--- src/rtl/multicycle_control_unit_if.sv ---
// Control/datapath bundle for the multicycle control unit: instruction-register opcode and
// memory handshake in, datapath strobes, selects and status out.
interface multicycle_control_unit_if #(
    parameter int unsigned OPCODE_W = 6,
    parameter int unsigned ALUOP_W  = 3,
    parameter int unsigned CNT_W    = 16
);
    logic [OPCODE_W-1:0] opcode;
    logic                mem_ready;
    logic                pc_write;
    logic                pc_write_cond;
    logic                ir_write;
    logic                i_or_d;
    logic                mem_read;
    logic                mem_write;
    logic                mem_to_reg;
    logic                reg_dst;
    logic                reg_write;
    logic                alu_src_a;
    logic [1:0]          alu_src_b;
    logic [1:0]          pc_source;
    logic [ALUOP_W-1:0]  alu_op;
    logic [3:0]          state;
    logic                illegal_op;
    logic                instr_done;
    logic [CNT_W-1:0]    instr_count;

    modport master (
        input  opcode, mem_ready,
        output pc_write, pc_write_cond, ir_write, i_or_d, mem_read, mem_write, mem_to_reg,
               reg_dst, reg_write, alu_src_a, alu_src_b, pc_source, alu_op, state,
               illegal_op, instr_done, instr_count
    );

    modport slave (
        output opcode, mem_ready,
        input  pc_write, pc_write_cond, ir_write, i_or_d, mem_read, mem_write, mem_to_reg,
               reg_dst, reg_write, alu_src_a, alu_src_b, pc_source, alu_op, state,
               illegal_op, instr_done, instr_count
    );
endinterface

--- src/rtl/multicycle_control_unit.sv ---
// Multicycle MIPS control FSM: fetch/decode/execute/memory/write-back sequencing with
// memory-ready stalls, retired-instruction counter and illegal-opcode flag.
module multicycle_control_unit #(
    parameter int unsigned         OPCODE_W    = 6,
    parameter int unsigned         ALUOP_W     = 3,
    parameter int unsigned         CNT_W       = 16,
    parameter logic [OPCODE_W-1:0] OP_RTYPE    = 6'b000000,
    parameter logic [OPCODE_W-1:0] OP_ADDI     = 6'b000001,
    parameter logic [OPCODE_W-1:0] OP_LW       = 6'b000100,
    parameter logic [OPCODE_W-1:0] OP_SW       = 6'b000101,
    parameter logic [OPCODE_W-1:0] OP_BEQ      = 6'b000110,
    parameter logic [OPCODE_W-1:0] OP_IALU_LO  = 6'b000010,
    parameter logic [OPCODE_W-1:0] OP_IALU_HI  = 6'b000011,
    parameter logic [ALUOP_W-1:0]  ALUOP_RTYPE = 3'b000,
    parameter logic [ALUOP_W-1:0]  ALUOP_ADDI  = 3'b010,
    parameter logic [ALUOP_W-1:0]  ALUOP_SUB   = 3'b001,
    parameter logic [ALUOP_W-1:0]  ALUOP_ADD   = 3'b011
) (
    input logic                      clk,
    input logic                      rst_n,
    multicycle_control_unit_if.master bus
);

    typedef enum logic [3:0] {
        StIdle    = 4'd0,
        StFetch   = 4'd1,
        StDecode  = 4'd2,
        StMemAddr = 4'd3,
        StMemRd   = 4'd4,
        StMemWb   = 4'd5,
        StMemWr   = 4'd6,
        StExec    = 4'd7,
        StAluWb   = 4'd8,
        StBranch  = 4'd9
    } state_e;

    typedef struct packed {
        logic               pc_write_cond;
        logic               i_or_d;
        logic               mem_read;
        logic               mem_write;
        logic               mem_to_reg;
        logic               reg_dst;
        logic               reg_write;
        logic               alu_src_a;
        logic [1:0]         alu_src_b;
        logic [1:0]         pc_source;
        logic [ALUOP_W-1:0] alu_op;
        logic               done;
    } ctrl_t;

    state_e           state_q, state_d;
    ctrl_t            ctrl_q, ctrl_d;
    logic [CNT_W-1:0] instr_count_q;

    logic is_rtype, is_mem, is_alu, is_beq, is_legal, instr_done;

    assign is_rtype = (bus.opcode == OP_RTYPE);
    assign is_mem   = (bus.opcode == OP_LW) || (bus.opcode == OP_SW);
    assign is_alu   = is_rtype || (bus.opcode == OP_ADDI) ||
                      ((bus.opcode >= OP_IALU_LO) && (bus.opcode <= OP_IALU_HI));
    assign is_beq   = (bus.opcode == OP_BEQ);
    assign is_legal = is_mem || is_alu || is_beq;

    always_comb begin
        state_d = state_q;
        unique case (state_q)
            StIdle:    state_d = StFetch;
            StFetch:   state_d = bus.mem_ready ? StDecode : StFetch;
            StDecode: begin
                if (is_mem)      state_d = StMemAddr;
                else if (is_alu) state_d = StExec;
                else if (is_beq) state_d = StBranch;
                else             state_d = StFetch;
            end
            StMemAddr: state_d = (bus.opcode == OP_LW) ? StMemRd : StMemWr;
            StMemRd:   state_d = bus.mem_ready ? StMemWb : StMemRd;
            StMemWb:   state_d = StFetch;
            StMemWr:   state_d = bus.mem_ready ? StFetch : StMemWr;
            StExec:    state_d = StAluWb;
            StAluWb:   state_d = StFetch;
            StBranch:  state_d = StFetch;
            default:   state_d = StIdle;
        endcase
    end

    // Moore outputs are decoded from the next state so they come straight out of flops;
    // the opcode is already valid whenever state_d depends on it.
    always_comb begin
        ctrl_d        = '0;
        ctrl_d.alu_op = ALUOP_ADD;
        unique case (state_d)
            StIdle:    ctrl_d.alu_op = '0;
            StFetch: begin
                ctrl_d.mem_read  = 1'b1;
                ctrl_d.alu_src_b = 2'b01;
            end
            StDecode:  ctrl_d.alu_src_b = 2'b11;
            StMemAddr: begin
                ctrl_d.alu_src_a = 1'b1;
                ctrl_d.alu_src_b = 2'b10;
            end
            StMemRd: begin
                ctrl_d.mem_read = 1'b1;
                ctrl_d.i_or_d   = 1'b1;
            end
            StMemWb: begin
                ctrl_d.reg_write  = 1'b1;
                ctrl_d.mem_to_reg = 1'b1;
                ctrl_d.done       = 1'b1;
            end
            StMemWr: begin
                ctrl_d.mem_write = 1'b1;
                ctrl_d.i_or_d    = 1'b1;
            end
            StExec: begin
                ctrl_d.alu_src_a = 1'b1;
                ctrl_d.alu_src_b = is_rtype ? 2'b00 : 2'b10;
                if (is_rtype)                     ctrl_d.alu_op = ALUOP_RTYPE;
                else if (bus.opcode == OP_ADDI)   ctrl_d.alu_op = ALUOP_ADDI;
                else                              ctrl_d.alu_op = ALUOP_ADD;
            end
            StAluWb: begin
                ctrl_d.reg_write = 1'b1;
                ctrl_d.reg_dst   = is_rtype;
                ctrl_d.done      = 1'b1;
            end
            StBranch: begin
                ctrl_d.alu_src_a     = 1'b1;
                ctrl_d.alu_op        = ALUOP_SUB;
                ctrl_d.pc_write_cond = 1'b1;
                ctrl_d.pc_source     = 2'b01;
                ctrl_d.done          = 1'b1;
            end
            default: ctrl_d.alu_op = '0;
        endcase
    end

    // SW retires on its memory-ready cycle, so that completion cannot be registered early.
    assign instr_done = ctrl_q.done || ((state_q == StMemWr) && bus.mem_ready);

    always_ff @(posedge clk or negedge rst_n) begin
        if (!rst_n) begin
            state_q       <= StIdle;
            ctrl_q        <= '0;
            instr_count_q <= '0;
        end else begin
            state_q <= state_d;
            ctrl_q  <= ctrl_d;
            if (instr_done) instr_count_q <= instr_count_q + CNT_W'(1);
        end
    end

    assign bus.pc_write      = (state_q == StFetch) && bus.mem_ready;
    assign bus.ir_write      = (state_q == StFetch) && bus.mem_ready;
    assign bus.pc_write_cond = ctrl_q.pc_write_cond;
    assign bus.i_or_d        = ctrl_q.i_or_d;
    assign bus.mem_read      = ctrl_q.mem_read;
    assign bus.mem_write     = ctrl_q.mem_write;
    assign bus.mem_to_reg    = ctrl_q.mem_to_reg;
    assign bus.reg_dst       = ctrl_q.reg_dst;
    assign bus.reg_write     = ctrl_q.reg_write;
    assign bus.alu_src_a     = ctrl_q.alu_src_a;
    assign bus.alu_src_b     = ctrl_q.alu_src_b;
    assign bus.pc_source     = ctrl_q.pc_source;
    assign bus.alu_op        = ctrl_q.alu_op;
    assign bus.state         = state_q;
    assign bus.illegal_op    = (state_q == StDecode) && !is_legal;
    assign bus.instr_done    = instr_done;
    assign bus.instr_count   = instr_count_q;

endmodule
--- src/flat_wrapper.sv ---
// flat-port wrapper written by rule: the top's interface ports become plain ports
module multicycle_control_unit_flat 
#(
    parameter int unsigned         OPCODE_W    = 6,
    parameter int unsigned         ALUOP_W     = 3,
    parameter int unsigned         CNT_W       = 16,
    parameter logic [OPCODE_W-1:0] OP_RTYPE    = 6'b000000,
    parameter logic [OPCODE_W-1:0] OP_ADDI     = 6'b000001,
    parameter logic [OPCODE_W-1:0] OP_LW       = 6'b000100,
    parameter logic [OPCODE_W-1:0] OP_SW       = 6'b000101,
    parameter logic [OPCODE_W-1:0] OP_BEQ      = 6'b000110,
    parameter logic [OPCODE_W-1:0] OP_IALU_LO  = 6'b000010,
    parameter logic [OPCODE_W-1:0] OP_IALU_HI  = 6'b000011,
    parameter logic [ALUOP_W-1:0]  ALUOP_RTYPE = 3'b000,
    parameter logic [ALUOP_W-1:0]  ALUOP_ADDI  = 3'b010,
    parameter logic [ALUOP_W-1:0]  ALUOP_SUB   = 3'b001,
    parameter logic [ALUOP_W-1:0]  ALUOP_ADD   = 3'b011
)
  (clk, rst_n, bus_opcode, bus_mem_ready, bus_pc_write, bus_pc_write_cond, bus_ir_write, bus_i_or_d, bus_mem_read, bus_mem_write, bus_mem_to_reg, bus_reg_dst, bus_reg_write, bus_alu_src_a, bus_alu_src_b, bus_pc_source, bus_alu_op, bus_state, bus_illegal_op, bus_instr_done, bus_instr_count);
  multicycle_control_unit_if #(.OPCODE_W(OPCODE_W), .ALUOP_W(ALUOP_W), .CNT_W(CNT_W)) bus_i ();
  input logic clk;
  input logic rst_n;
  input wire logic [$bits(bus_i.opcode)-1:0] bus_opcode;
  input wire logic [$bits(bus_i.mem_ready)-1:0] bus_mem_ready;
  output wire logic [$bits(bus_i.pc_write)-1:0] bus_pc_write;
  output wire logic [$bits(bus_i.pc_write_cond)-1:0] bus_pc_write_cond;
  output wire logic [$bits(bus_i.ir_write)-1:0] bus_ir_write;
  output wire logic [$bits(bus_i.i_or_d)-1:0] bus_i_or_d;
  output wire logic [$bits(bus_i.mem_read)-1:0] bus_mem_read;
  output wire logic [$bits(bus_i.mem_write)-1:0] bus_mem_write;
  output wire logic [$bits(bus_i.mem_to_reg)-1:0] bus_mem_to_reg;
  output wire logic [$bits(bus_i.reg_dst)-1:0] bus_reg_dst;
  output wire logic [$bits(bus_i.reg_write)-1:0] bus_reg_write;
  output wire logic [$bits(bus_i.alu_src_a)-1:0] bus_alu_src_a;
  output wire logic [$bits(bus_i.alu_src_b)-1:0] bus_alu_src_b;
  output wire logic [$bits(bus_i.pc_source)-1:0] bus_pc_source;
  output wire logic [$bits(bus_i.alu_op)-1:0] bus_alu_op;
  output wire logic [$bits(bus_i.state)-1:0] bus_state;
  output wire logic [$bits(bus_i.illegal_op)-1:0] bus_illegal_op;
  output wire logic [$bits(bus_i.instr_done)-1:0] bus_instr_done;
  output wire logic [$bits(bus_i.instr_count)-1:0] bus_instr_count;
  assign bus_i.opcode = bus_opcode;
  assign bus_i.mem_ready = bus_mem_ready;
  assign bus_pc_write = bus_i.pc_write;
  assign bus_pc_write_cond = bus_i.pc_write_cond;
  assign bus_ir_write = bus_i.ir_write;
  assign bus_i_or_d = bus_i.i_or_d;
  assign bus_mem_read = bus_i.mem_read;
  assign bus_mem_write = bus_i.mem_write;
  assign bus_mem_to_reg = bus_i.mem_to_reg;
  assign bus_reg_dst = bus_i.reg_dst;
  assign bus_reg_write = bus_i.reg_write;
  assign bus_alu_src_a = bus_i.alu_src_a;
  assign bus_alu_src_b = bus_i.alu_src_b;
  assign bus_pc_source = bus_i.pc_source;
  assign bus_alu_op = bus_i.alu_op;
  assign bus_state = bus_i.state;
  assign bus_illegal_op = bus_i.illegal_op;
  assign bus_instr_done = bus_i.instr_done;
  assign bus_instr_count = bus_i.instr_count;
  multicycle_control_unit #(.OPCODE_W(OPCODE_W), .ALUOP_W(ALUOP_W), .CNT_W(CNT_W), .OP_RTYPE(OP_RTYPE), .OP_ADDI(OP_ADDI), .OP_LW(OP_LW), .OP_SW(OP_SW), .OP_BEQ(OP_BEQ), .OP_IALU_LO(OP_IALU_LO), .OP_IALU_HI(OP_IALU_HI), .ALUOP_RTYPE(ALUOP_RTYPE), .ALUOP_ADDI(ALUOP_ADDI), .ALUOP_SUB(ALUOP_SUB), .ALUOP_ADD(ALUOP_ADD)) u_core (.clk(clk), .rst_n(rst_n), .bus(bus_i));
endmodule
--- config.mk ---
export PLATFORM = sky130hd
export DESIGN_NAME = multicycle_control_unit_flat
export DESIGN_NICKNAME = d
export VERILOG_FILES = /design/src/rtl/multicycle_control_unit_if.sv /design/src/rtl/multicycle_control_unit.sv /design/src/flat_wrapper.sv
export SDC_FILE = /design/constraint.sdc
export NUM_CORES = 1
export LEC_CHECK = 0
export ABC_AREA = 1
export ABC_CLOCK_PERIOD_IN_PS = 1900
export CAP_MARGIN = 5
export CORE_MARGIN = 2
export CORE_UTILIZATION = 48
export DETAILED_ROUTE_END_ITERATION = 12
export PLACE_DENSITY = 0.78
export SLEW_MARGIN = 20
export SYNTH_ARGS = -nofsm -noshare
export SYNTH_HDL_FRONTEND = slang
export SYNTH_SLANG_ARGS = --single-unit
--- constraint.sdc ---
create_clock -name clk -period 1.9 [get_ports clk]
set_clock_uncertainty 0.05 [all_clocks]
set_input_delay 0.38 -clock clk [delete_from_list [all_inputs] [get_ports clk]]
set_output_delay 0.38 -clock clk [all_outputs]
set_load 0.01 [all_outputs]
==> flow_summary.json, run 1 <==
{
  "dr.pass1.iters": 5,
  "whs_path_depth": 4,
  "track_usage_pct": 20.5,
  "ys_seq_area_share_pct": 46.2,
  "overflow": 0,
  "avgRoutedWirePerCell_um": 11.8,
  "clockBufferDepth": 2,
  "final_util_pct": 68.5,
  "regArea_um2": 831,
  "avgSynthCellArea_um2": 8.31,
  "endpoint_kind": "output pin",
  "slew_viol_final": 0,
  "rows": 22,
  "cts_root_buf": "clkbuf_8",
  "finalWirelength_um": 3810,
  "synth_common_cells": "50 x nand2_1, 33 x dfrtp_1, 24 x inv_1",
  "num_vias": 1593,
  "die-area_mm2": 0.00423,
  "fillers": 302,
  "largest_reg_flops": 16,
  "ys.flop_type": "dfrtp_1",
  "hold_viol": 0,
  "nNetsFinal": 284,
  "placed_cells": 314,
  "grt_max_degree": 34,
  "hold-worst-slack_ps": 432,
  "period_needed_ps": 1810,
  "p_sw_share_pct": 37.7,
  "synth_cells": 215,
  "antenna_found_initial": 0,
  "crit_path_start_kind": "flip-flop",
  "ys_types": 27,
  "pin_count": 48,
  "io_buffers": 45,
  "multiInputGateArea_um2": 792,
  "power_density_mw_per_mm2": 1200,
  "worst_ep_required_time_ps": 1470,
  "yosys.area.top_type": "dfrtp_1",
  "setup_ws_ps": 90.5,
  "drt_iter0_markers": 88,
  "drive_above_1_share_pct": 20.4,
  "finalSetupViolations": 0,
  "status": "finished clean",
  "dp_hpwl_um": 2920,
  "min_path_type": "primary input to flip-flop",
  "finalCritPeriodShare_pct": 95.2,
  "detail-route-antenna-nets": 0,
  "grt_pass1_vias": 1553,
  "worstRegToRegCells": 5,
  "dp_worst_setup_slack_ps": -290,
  "synth_edf_count": 0,
  "clk_pin_slew_ps": 80,
  "cp.arrival_ps": 1380,
  "grt_pass1_wl_um": 6490,
  "p_clk_share_pct": 22.6,
  "rsz0062_at_grt": "false",
  "worstPathMaxFanout": 6,
  "crit_type": "flip-flop to output pin",
  "gp_congestion": 0.815,
  "cts_buffers": 5,
  "worstSkewPairLatency_ps": 290,
  "coreArea_mm2": 0.00361,
  "yosysMostFrequentCell": "nand2_1",
  "ys_ff_latch": 33,
  "ys_top_cells_by_area": "dfrtp_1 46%, nand2_1 11%, nand3_1 5.3%",
  "viasPerCell": 4.93,
  "p_sw_w": 0.00112,
  "die_width_um": 65.0,
  "drcViolationCount": 0,
  "synth_area_mm2": 0.00179,
  "combPwrFrac_pct": 43.0,
  "n_antenna_cell": 0,
  "power_frac_seq_pct": 34.4,
  "max_freq_mhz": 553,
  "power.leakage_nw": 1.22,
  "syn_to_final_growth_pct": 38.2,
  "async_flop_share_pct": 100,
  "cts_num_sinks": 33,
  "synth_top_area_share_pct": 46.2,
  "hold_buffers": 0,
  "die_y_um": 65.0,
  "fin_area_mm2": 0.00247,
  "postPlaceCellArea_mm2": 0.00234,
  "max_cap_violations": 0,
  "internal_power_w": 0.00185,
  "initial_core_util_pct": 49.5,
  "cts_tree": "done",
  "ir_drop_mv": 0.819,
  "synth_warnings": 0,
  "instances_no_fill": 323,
  "htreeDepth": 2
}
==> power by group through the flow <==
stage	Clock, W	Combinational, W	Sequential (W)
after detailed placement	0	0.00127	0.00102
after floorplan	0	0.000735	0.00105
after global routing	0.000723	0.00142	0.00104
final	0.000671	0.00128	0.00102
after global placement	0	0.00125	0.00102
after CTS	0.000682	0.00129	0.00101
==> worst max-delay path, stage by stage (launching register included) <==
cell and delay [ps]:
dfrtp_2 440, inv_2 80, nor2_4 120, nand3_2 110, nand2_4 70, dlygate4sd2_1 270
==> per-layer routing <==
layer / GRT usage [%] / wire (um) / up-vias
li1: - / - / 787
met1: 22.3 / 1560 / 741
met2: 37.0 / 1950 / 55
met3: 5.38 / 200 / 10
met4: 9.90 / 93 / 0
met5: 0 / 0 / -
==> final cells by class <==
type | count | area share [%]
clock buffers | 5 | 2.79
inverters | 30 | 4.56
well taps | 48 | 2.43
flip-flops and latches | 33 | 33.6
clock inverters | 3 | 1.87
multi-input cells | 144 | 32.1
repair buffers | 60 | 22.6
==> path summary, 6_finish.rpt <==
| kind | startpoint | to | slack, ps |
|---|---|---|---|
| worst max-delay path | u_core.bus.state[1] | bus_instr_done | 90 |
| worst min-delay path | bus_opcode[1] | u_core.bus.reg_dst | 430 |
| worst max register to register | u_core.bus.instr_count[1] | u_core.bus.instr_count[14] | 280 |
| worst min register to register | u_core.bus.instr_count[12] | u_core.bus.instr_count[12] | 480 |
| max in group asynchronous | rst_n | u_core.bus.instr_count[0] | 1030 |
| min in group asynchronous | rst_n | u_core.bus.instr_count[3] | 440 |
==> repair_timing <==
item                                    in CTS  in global routing
gates resized for setup                      9                  6
setup buffers                                1                  0
hold endpoints to repair                     0                  0
endpoints found under the setup margin       4                  4
==> layout by cell type (no fill, tap or decap), types with 6 or more instances in the layout <==
cell type / count
nand2_1: 50
clkdlybuf4s50_1: 39
dfrtp_1: 29
inv_1: 24
nor2_1: 19
nand3_1: 19
buf_4: 15
nand4_1: 7
inv_2: 6
nor2_2: 6
==> kinds of logic (layout without fill, tap and decap cells) <==
logic type,after synthesis,count (layout),share of synthesized area [%]
XOR/XNOR,10,10,4.90
flip-flops,33,33,46.2
AO/OA/AOI/OAI,11,11,3.43
adder cells (fa/ha/maj),1,1,0.700
AND/OR/NAND/NOR,120,120,34.5
buffers and inverters,39,98,10.1
other,1,2,0.210
==> stage by stage <==
| step | setup TNS [ps] | power [W] |
|---|---|---|
| after floorplan | 0 | 0.00178 |
| after global placement | -718 | 0.00227 |
| after detailed placement | -1020 | 0.00230 |
| after CTS | -65.5 | 0.00298 |
| after global routing | 0 | 0.00319 |
| final | 0 | 0.00297 |
(Power assumes the default switching activity.)
==> run 2, diff against run 1 <==
--- a/config.mk
+++ b/config.mk
@@ -11,6 +11,7 @@
 export CORE_MARGIN = 2
 export CORE_UTILIZATION = 48
 export DETAILED_ROUTE_END_ITERATION = 12
+export GPL_ROUTABILITY_DRIVEN = 0
 export PLACE_DENSITY = 0.78
 export SLEW_MARGIN = 20
 export SYNTH_ARGS = -nofsm -noshare
==> results of run 2 <==
Final layout, timing and power as in run 1 (identical DEF).
==> run 3, diff against run 2 <==
--- a/config.mk
+++ b/config.mk
@@ -8,11 +8,13 @@
 export ABC_AREA = 1
 export ABC_CLOCK_PERIOD_IN_PS = 1900
 export CAP_MARGIN = 5
+export CELL_PAD_IN_SITES_DETAIL_PLACEMENT = 1
+export CELL_PAD_IN_SITES_GLOBAL_PLACEMENT = 2
 export CORE_MARGIN = 2
-export CORE_UTILIZATION = 48
+export CORE_UTILIZATION = 27
 export DETAILED_ROUTE_END_ITERATION = 12
 export GPL_ROUTABILITY_DRIVEN = 0
-export PLACE_DENSITY = 0.78
+export PLACE_DENSITY = 0.77
 export SLEW_MARGIN = 20
 export SYNTH_ARGS = -nofsm -noshare
 export SYNTH_HDL_FRONTEND = slang
==> run 3 against run 2 <==
Total power fell by 1.3%; routed wire length rose by 24%; first-iteration DRC count fell by 57%; hold slack improved by 20 ps; final cell count rose by 13%; maximum frequency fell by 2.3%; non-clock buffer count rose by 12; critical path type unchanged; largest cell class unchanged; highest routed layer unchanged.
==> flow_summary.json, run 3 (synthesis gave the netlist of run 1 again) <==
{
  "drive_above_1_share_pct": 24.0,
  "status": "finished clean",
  "p_sw_share_pct": 39.7,
  "power.leakage_nw": 1.26,
  "worstSkewPairLatency_ps": 290,
  "coreArea_mm2": 0.00639,
  "final_cell_mix": "49 x nand2_1, 38 x clkdlybuf4s50_1, 31 x dfrtp_1, 27 x buf_4, 24 x inv_1",
  "io_buffers": 45,
  "worstPathMaxFanout": 3,
  "endpoint_kind": "output pin",
  "setup_ws_ps": 47.2,
  "nNetsFinal": 296,
  "htreeDepth": 2,
  "n_antenna_cell": 0,
  "dp_hpwl_um": 3590,
  "die_y_um": 85.3,
  "final_common_cell": "nand2_1",
  "cts_buffers": 5,
  "crit_path_start_kind": "flip-flop",
  "p_sw_w": 0.00116,
  "overflow": 0,
  "power_w": 0.00293,
  "detail-route-antenna-nets": 0,
  "antenna_found_initial": 0,
  "cts_root_buf": "clkbuf_8",
  "cp_num_buf_inv": 3,
  "min_path_type": "primary input to async pin",
  "ir_drop_mv": 0.543,
  "dr.pass1.iters": 4,
  "cts_tree": "done",
  "clockBufferDepth": 2,
  "period_needed_ps": 1850,
  "grt_pass1_wl_um": 7820,
  "pin_count": 48,
  "finalWirelength_um": 4720,
  "cp_slowest_cell": "clkdlybuf4s50_1",
  "clk_pin_slew_ps": 70,
  "viasPerCell": 4.56,
  "rows": 29,
  "power_density_mw_per_mm2": 1140,
  "cp.arrival_ps": 1420,
  "avgRoutedWirePerCell_um": 13.0,
  "max_freq_mhz": 540,
  "crit_chain": "buf_4 > buf_4 > clkdlybuf4s50_1",
  "drcViolationCount": 0,
  "internal_power_w": 0.00176,
  "hold_viol": 0,
  "syn_to_final_growth_pct": 43.2,
  "crit_type": "flip-flop to output pin",
  "dp_worst_setup_slack_ps": -292,
  "worst_ep_required_time_ps": 1470,
  "critPathMaxStageDelay_ps": 470,
  "finalCritPeriodShare_pct": 97.5,
  "critPathMostFrequentCell": "buf_4",
  "die_width_um": 85.3,
  "grt_pass1_vias": 1702,
  "grt_max_degree": 34,
  "slew_viol_final": 0,
  "drt_iter0_markers": 38,
  "die-area_mm2": 0.00728,
  "num_vias": 1661,
  "cts_num_sinks": 33,
  "largest_reg_flops": 16,
  "track_usage_pct": 13.8,
  "final_util_pct": 40.1,
  "hold-worst-slack_ps": 452,
  "max_cap_violations": 0,
  "initial_core_util_pct": 28.0,
  "p_clk_share_pct": 18.1,
  "power_frac_seq_pct": 33.7,
  "finalSetupViolations": 0,
  "critical-path-top-delay-family": "buffers and inverters",
  "combPwrFrac_pct": 48.2
}
-- run 3: cell count changes in the layout (fill, tap and decap cells not counted), moves of 2 or more --
cell      delta
buf_4       +12
clkinv_2     +2
dfrtp_2      -2
dfrtp_1      +2
-- run 3: per-stage QoR --
step | std cells | area [um2] | setup TNS [ps]
2_1_floorplan | 216 | 1790 | 0
3_3_place_gp | 348 | 2410 | -832
3_5_place_dp | 348 | 2410 | -952
4_1_cts | 360 | 2520 | -3.28
5_1_grt | 364 | 2560 | -20.5
6_report | 364 | 2560 | 0
-- run 3: path summary, 6_finish.rpt --
path	from	endpoint	slack (ps)	cells after the start
worst min-delay path	rst_n	u_core.bus.instr_count[3]	450	2
min in group clk	bus_opcode[2]	u_core.bus.reg_dst	460	4
worst min register to register	u_core.bus.instr_count[6]	u_core.bus.instr_count[6]	480	1
max in group asynchronous	rst_n	u_core.bus.state[3]	1000	2
worst max-delay path	u_core.bus.state[2]	bus_state[2]	50	3
worst max register to register	u_core.bus.state[1]	u_core.bus.alu_op[0]	130	10
-- run 3: repair_timing --
item,in CTS,in global routing
setup endpoints to repair,4,3
hold buffers,0,0
setup buffers,4,4
pin swaps,1,2
resized for setup,13,8
hold endpoints to repair,0,0
-- run 3: routing by layer --
layer | vias up | wire length (um) | GRT usage (%)
met5 | - | 0 | 0
met3 | 11 | 219 | 3.60
met2 | 44 | 2440 | 25.1
met4 | 0 | 122 | 5.19
li1 | 810 | - | -
met1 | 796 | 1940 | 15.3
-- run 3: cell type report --
type | count | area (um2)
Inverter | 30 | 113
Sequential cell | 33 | 828
Timing Repair Buffer | 72 | 638
Multi-Input combinational cell | 144 | 797
Clock buffer | 5 | 68.8
Clock inverter | 3 | 17.5
Tap cell | 77 | 96.3
Fill cell | 760 | 3830
-- run 3: power groups by stage --
stage | Combinational [W] | Sequential, W | Clock, W
after global routing | 0.00156 | 0.00101 | 0.000579
after detailed placement | 0.00138 | 0.00101 | 0
after global placement | 0.00136 | 0.00101 | 0
after CTS | 0.00141 | 0.000991 | 0.000552
after floorplan | 0.000735 | 0.00105 | 0
final | 0.00141 | 0.000986 | 0.000528
==> patch 1: new RTL, config.mk and constraints of run 1 <==
`OPCODE_W` is set to 6 in 3 places; all go to 12.
--- a/src/rtl/multicycle_control_unit_if.sv
+++ b/src/rtl/multicycle_control_unit_if.sv
@@ -1,7 +1,7 @@
 // Control/datapath bundle for the multicycle control unit: instruction-register opcode and
 // memory handshake in, datapath strobes, selects and status out.
 interface multicycle_control_unit_if #(
-    parameter int unsigned OPCODE_W = 6,
+    parameter int unsigned OPCODE_W = 12,
     parameter int unsigned ALUOP_W  = 3,
     parameter int unsigned CNT_W    = 16
 );
--- a/src/rtl/multicycle_control_unit.sv
+++ b/src/rtl/multicycle_control_unit.sv
@@ -1,7 +1,7 @@
 // Multicycle MIPS control FSM: fetch/decode/execute/memory/write-back sequencing with
 // memory-ready stalls, retired-instruction counter and illegal-opcode flag.
 module multicycle_control_unit #(
-    parameter int unsigned         OPCODE_W    = 6,
+    parameter int unsigned         OPCODE_W    = 12,
     parameter int unsigned         ALUOP_W     = 3,
     parameter int unsigned         CNT_W       = 16,
     parameter logic [OPCODE_W-1:0] OP_RTYPE    = 6'b000000,
--- a/src/flat_wrapper.sv
+++ b/src/flat_wrapper.sv
@@ -1,7 +1,7 @@
 // flat-port wrapper written by rule: the top's interface ports become plain ports
 module multicycle_control_unit_flat 
 #(
-    parameter int unsigned         OPCODE_W    = 6,
+    parameter int unsigned         OPCODE_W    = 12,
     parameter int unsigned         ALUOP_W     = 3,
     parameter int unsigned         CNT_W       = 16,
     parameter logic [OPCODE_W-1:0] OP_RTYPE    = 6'b000000,
Ports: changed (resized bus_opcode); port bits go from 48 to 54. The function was not compared with the original's and may differ.
==> patch 1 against run 1 <==
Area after synthesis shrank 4.3%; sequential cell count is the same; cell area increased by 2.2%; wire length decreased by 12%; total power decreased by 5.6%; via count down 5.6%; cell count shrank 0.62%; worst setup slack got worse by 0.039 ns; highest routed layer unchanged.
==> patch 1: results (changes against run 1) <==
Post-cts sizing count = 8 (-1)
Fin worst setup slack = 0.0514 ns (-0.0391 ns)
Post-DP Area = 0.00244 sq mm (+4.3%)
Layout Nets = 290 (+2.1%)
Post-synthesis compound-gate area fraction = 2.12% (-1.3 points)
Root Driver = clkbuf_4
Filler Cell Count = 245 (-19%)
Place WS = -0.326 ns (-0.0354 ns)
DRT iter0 DRCs = 77 (-13%)
VDD IR max = 0.641 mV (-22%)
H-Tree Depth = 2 (unchanged)
Status = complete, no violations
Min-Delay Path Class = input pin to async pin
Share of the synthesized area in the top cell type = 48.3% (+2.1 points)
Setup Fix Bufs, Post-CTS = 0 (-1)
Via count of the first global-routing pass = 1444 (-7.0%)
Synth cell count leaders = dfrtp_1 (33), nand2_1 (33), inv_1 (24), nor2_1 (20), nand3_1 (18)
Share of cells above drive strength 1 = 26.2% (+5.8 points)
Ant diodes = 0 (unchanged)
Area share of fa/ha/maj cells after synthesis = 0.732% (+0.032 points)
Crit Path Max Fanout = 3 (-3)
Xor/xnor share of the synthesized area = 7.69% (+2.8 points)
First-pass GRT wire length = 5910 um (-8.9%)
Clock slew at reported path FFs = 0.10 ns (+0.02 ns)
DRT Wirelength = 3330 um (-12%)
Synth area leaders = dfrtp_1 (48%), nand2_1 (7.2%), nand3_1 (5.3%), inv_1 (5.3%), nor2_1 (4.4%)
Yosys cell types = 25 (-7.4%)
Synthesis warning total = 0 (unchanged)
Crit path DAT = 1.42 ns (+0.04 ns)
Post-Syn Area per Cell = 8.90 sq um (+7.1%)
Hpwl dp = 2640 um (-9.6%)
Clock Latency Late Sink = 0.32 ns (+0.03 ns)
Gr usage total = 18.9% (-1.6 points)
IO buf count = 51 (+13%)
# DRC = 0 (unchanged)
Register area share after synthesis = 48.3% (+2.1 points)
Drt first pass iters = 4 (-1)
Leakage power = 1.32 nW (+8.7%)
Final Wtd Congestion = 0.846 (+3.8%)
Via count = 1504 (-5.6%)
Vias per cell = 4.69 (-5.0%)
==> patch 1: worst max-delay path, stage by stage <==
cell,delay (ns)
clkdlybuf4s50_1,0.42
nor2_2,0.15
nand2_2,0.08
nor2_4,0.12
nand2_1,0.06
nand2_1,0.05
a21oi_1,0.04
clkbuf_2,0.12
==> patch 1: area by class of cell <==
class,count,area [sq um],area share (%)
multi-input combinational,124,736,29.1
sequential,33,826,32.7
clock inverter,1,5.00,0.198
tap,46,57.6,2.28
inverter,28,106,4.21
timing repair buffer,82,729,28.9
clock buffer,7,65.1,2.58
==> patch 1: metal layers <==
layer | wire length, um | part of all wire [%] | vias to the layer above | track usage, %
li1 | - | - | 759 | -
met1 | 1380 | 41 | 680 | 21.4
met2 | 1680 | 50 | 56 | 32.4
met3 | 188 | 5.6 | 9 | 5.36
met4 | 80 | 2.4 | 0 | 9.51
met5 | 0 | 0 | - | 0
==> patch 1: final timing paths <==
| path | startpoint | endpoint | slack (ns) | cells after the start |
|---|---|---|---|---|
| setup / recovery | bus_opcode[8] | bus_illegal_op | 0.05 | 8 |
| hold / removal | rst_n | u_core.bus.instr_count[8] | 0.40 | 2 |
| setup reg to reg | u_core.bus.state[1] | u_core.bus.instr_count[12] | 0.20 | 11 |
| hold reg to reg | u_core.bus.instr_count[15] | u_core.bus.instr_count[15] | 0.42 | 1 |
| max in group asynchronous | rst_n | u_core.bus.alu_src_b[1] | 1.12 | 2 |
| min in group clk | u_core.bus.instr_count[15] | u_core.bus.instr_count[15] | 0.42 | 1 |
==> patch 1: power breakdown <==
group / internal [mW] / switching (mW) / leakage [nW] / total, mW
combinational: 0.693 / 0.704 / 0.850 / 1.40
sequential: 0.869 / 0.104 / 0.433 / 0.973
clock: 0.214 / 0.216 / 0.0413 / 0.430
==> patch 2: new RTL, config.mk and constraints of run 1 <==
Without the edit above. Make the reset (`rst_n`) synchronous in one clocked block.
--- a/src/rtl/multicycle_control_unit.sv
+++ b/src/rtl/multicycle_control_unit.sv
@@ -139,7 +139,7 @@
     // SW retires on its memory-ready cycle, so that completion cannot be registered early.
     assign instr_done = ctrl_q.done || ((state_q == StMemWr) && bus.mem_ready);
 
-    always_ff @(posedge clk or negedge rst_n) begin
+    always_ff @(posedge clk) begin
         if (!rst_n) begin
             state_q       <= StIdle;
             ctrl_q        <= '0;
Formal check against the unedited RTL: differs if rst_n is asserted again (counterexample within 4 cycles, from zero or initial values and one cycle with rst_n low); with rst_n held inactive, the same outputs for 10 cycles.
==> patch 2 against run 1 <==
Wire length is 1.8% higher; critical path depth is 1 higher; area after synthesis is 1.3% lower; hold slack better by 0.017 ns; sequential cell count stayed put; cell area is 0.41% higher; worst setup slack worse by 0.028 ns; largest cell class is now multi-input gates.
Power is not compared: it rests on default switching activity, and its combinational part moved more than twofold at a synthesized area within 25%.
==> patch 2: results (changes against run 1) <==
Yosys cell types = 37 (+37%)
Status = complete, no violations
Clock slew at reported path FFs = 0.06 ns (-0.02 ns)
Clk network pwr share = 39.4%
Reg2reg setup slack = 0.22 ns (-0.06 ns)
Drt first pass iters = 5 (unchanged)
Gr usage total = 20.3% (-0.26 points)
Share of cells above drive strength 1 = 21.7% (+1.4 points)
Final Wtd Congestion = 0.862 (+5.8%)
H-Tree Depth = 2 (unchanged)
Post-DP Area = 0.00236 sq mm (+0.91%)
Root Driver = clkbuf_8
Hold Crit Depth = 2 (-2)
Peak Freq = 544 MHz (-1.5%)
DRT iter0 DRCs = 71 (-19%)
Largest register FFs = 16 (unchanged)
Async set-reset flop share out of synthesis = 0% (-100 points)
Combinational power share = 17.3%
Synth area leaders = dfxtp_1 (37%), nand2_1 (8.9%), nand3_1 (5.1%), nor2_1 (5.1%), a21oi_1 (4.5%)
CP Capture Point = bus_illegal_op
Via count of the first global-routing pass = 1572 (+1.2%)
Synthesis warning total = 0 (unchanged)
Layout Nets = 308 (+8.5%)
Top_reg_cell synth = dfxtp_1
Vias per cell = 4.82 (-2.2%)
Place WS = -0.339 ns (-0.0491 ns)
Leakage power = 1.01 nW
Antenna violations before repair = 0 (unchanged)
HP Start = u_core.bus.instr_count[14]
Clock Latency Late Sink = 0.28 ns
Min-Delay Path Class = register to register
Hpwl dp = 3000 um (+2.8%)
DRT Wirelength = 3870 um (+1.8%)
Filler Cell Count = 324 (+7.3%)
Reg2reg end = u_core.bus.instr_count[9]
Hold Path Sink = u_core.bus.instr_count[14]
VDD IR max = 0.616 mV
Pint = 1.28 mW
First-pass GRT wire length = 6730 um (+3.7%)
Final Non-Filler Cells = 347 (+7.4%)
Cts bufs inserted = 5 (unchanged)
CTS max path bufs = 2 (unchanged)
Largest net degree at the start of global routing = 16 (-53%)
Critical R2R Launch = u_core.bus.state[1]
Ant diodes = 0 (unchanged)
Synth cell count leaders = nand2_1 (42), dfxtp_1 (33), nor2_1 (24), inv_1 (21), nand3_1 (18)
Crit path from = bus_opcode[3]
Reg2Reg Depth = 9 (+4)
Mapped Cells = 234 (+8.8%)
Dpl cells = 338 (+7.6%)
Register area share after synthesis = 37.4% (-8.8 points)
IO buf count = 45 (unchanged)
Crit Path Max Fanout = 3 (-3)
Crit path DAT = 1.41 ns (+0.03 ns)
[patch 2: cell types whose count changed after synthesis, moves of 3 or more]
cell | run 1 | this run
dfxtp_1 | 0 | 33
a21oi_1 | 3 | 16
dfrtp_1 | 33 | 0
inv_1 | 24 | 21
nor2_2 | 3 | 6
o21ai_0 | 5 | 8
nand2_1 | 50 | 42
nand4_1 | 7 | 4
xor2_1 | 5 | 2
[patch 2: worst max-delay path, cell delays in order]
cell and delay [ns]:
clkdlybuf4s50_1 0.50, nor2_1 0.07, nand2_1 0.09, nand3_1 0.08
a31oi_1 0.14, buf_2 0.15
[patch 2: per-stage QoR]
step	hold WS, ns	power (mW)	utilization [%]
5_1_grt	0.457	1.76	68.8
3_5_place_dp	0.436	1.04	65.4
4_1_cts	0.446	1.70	68.7
6_report	0.449	1.69	68.8
2_1_floorplan	0.449	0.927	-
3_3_place_gp	0.430	1.04	65.4
[patch 2: kinds of logic after synthesis]
logic type / synth area share (%)
AOI/OAI and AO/OA: 10.1
xor gates and xnor gates: 2.48
adders and majority gates: 0.709
buffers and inverters: 10.9
DFF: 37.4
other: 0.213
and+or+nand+nor: 38.2
[patch 2: area by class of cell]
type,count,area [sq um],area share [%]
Timing Repair Buffer,67,608,24.5
Multi-Input combinational cell,161,916,36.9
Clock buffer,7,86.3,3.48
Clock inverter,1,30.0,1.21
Inverter,30,115,4.64
Sequential cell,33,664,26.8
Tap cell,48,60.1,2.42
[patch 2: what timing repair did]
action | in CTS | in global routing
setup buffers | 1 | 0
pin swaps | 1 | 0
hold buffers | 0 | 0
endpoints found under the setup margin | 4 | 1
gates resized for setup | 10 | 1
[patch 2: metal layers]
layer	vias up	wire [um]	global-route usage (%)
met4	0	44	5.59
met1	739	1810	24.8
met2	48	1840	35.5
met3	5	176	4.86
met5	-	0	0
li1	881	-	-
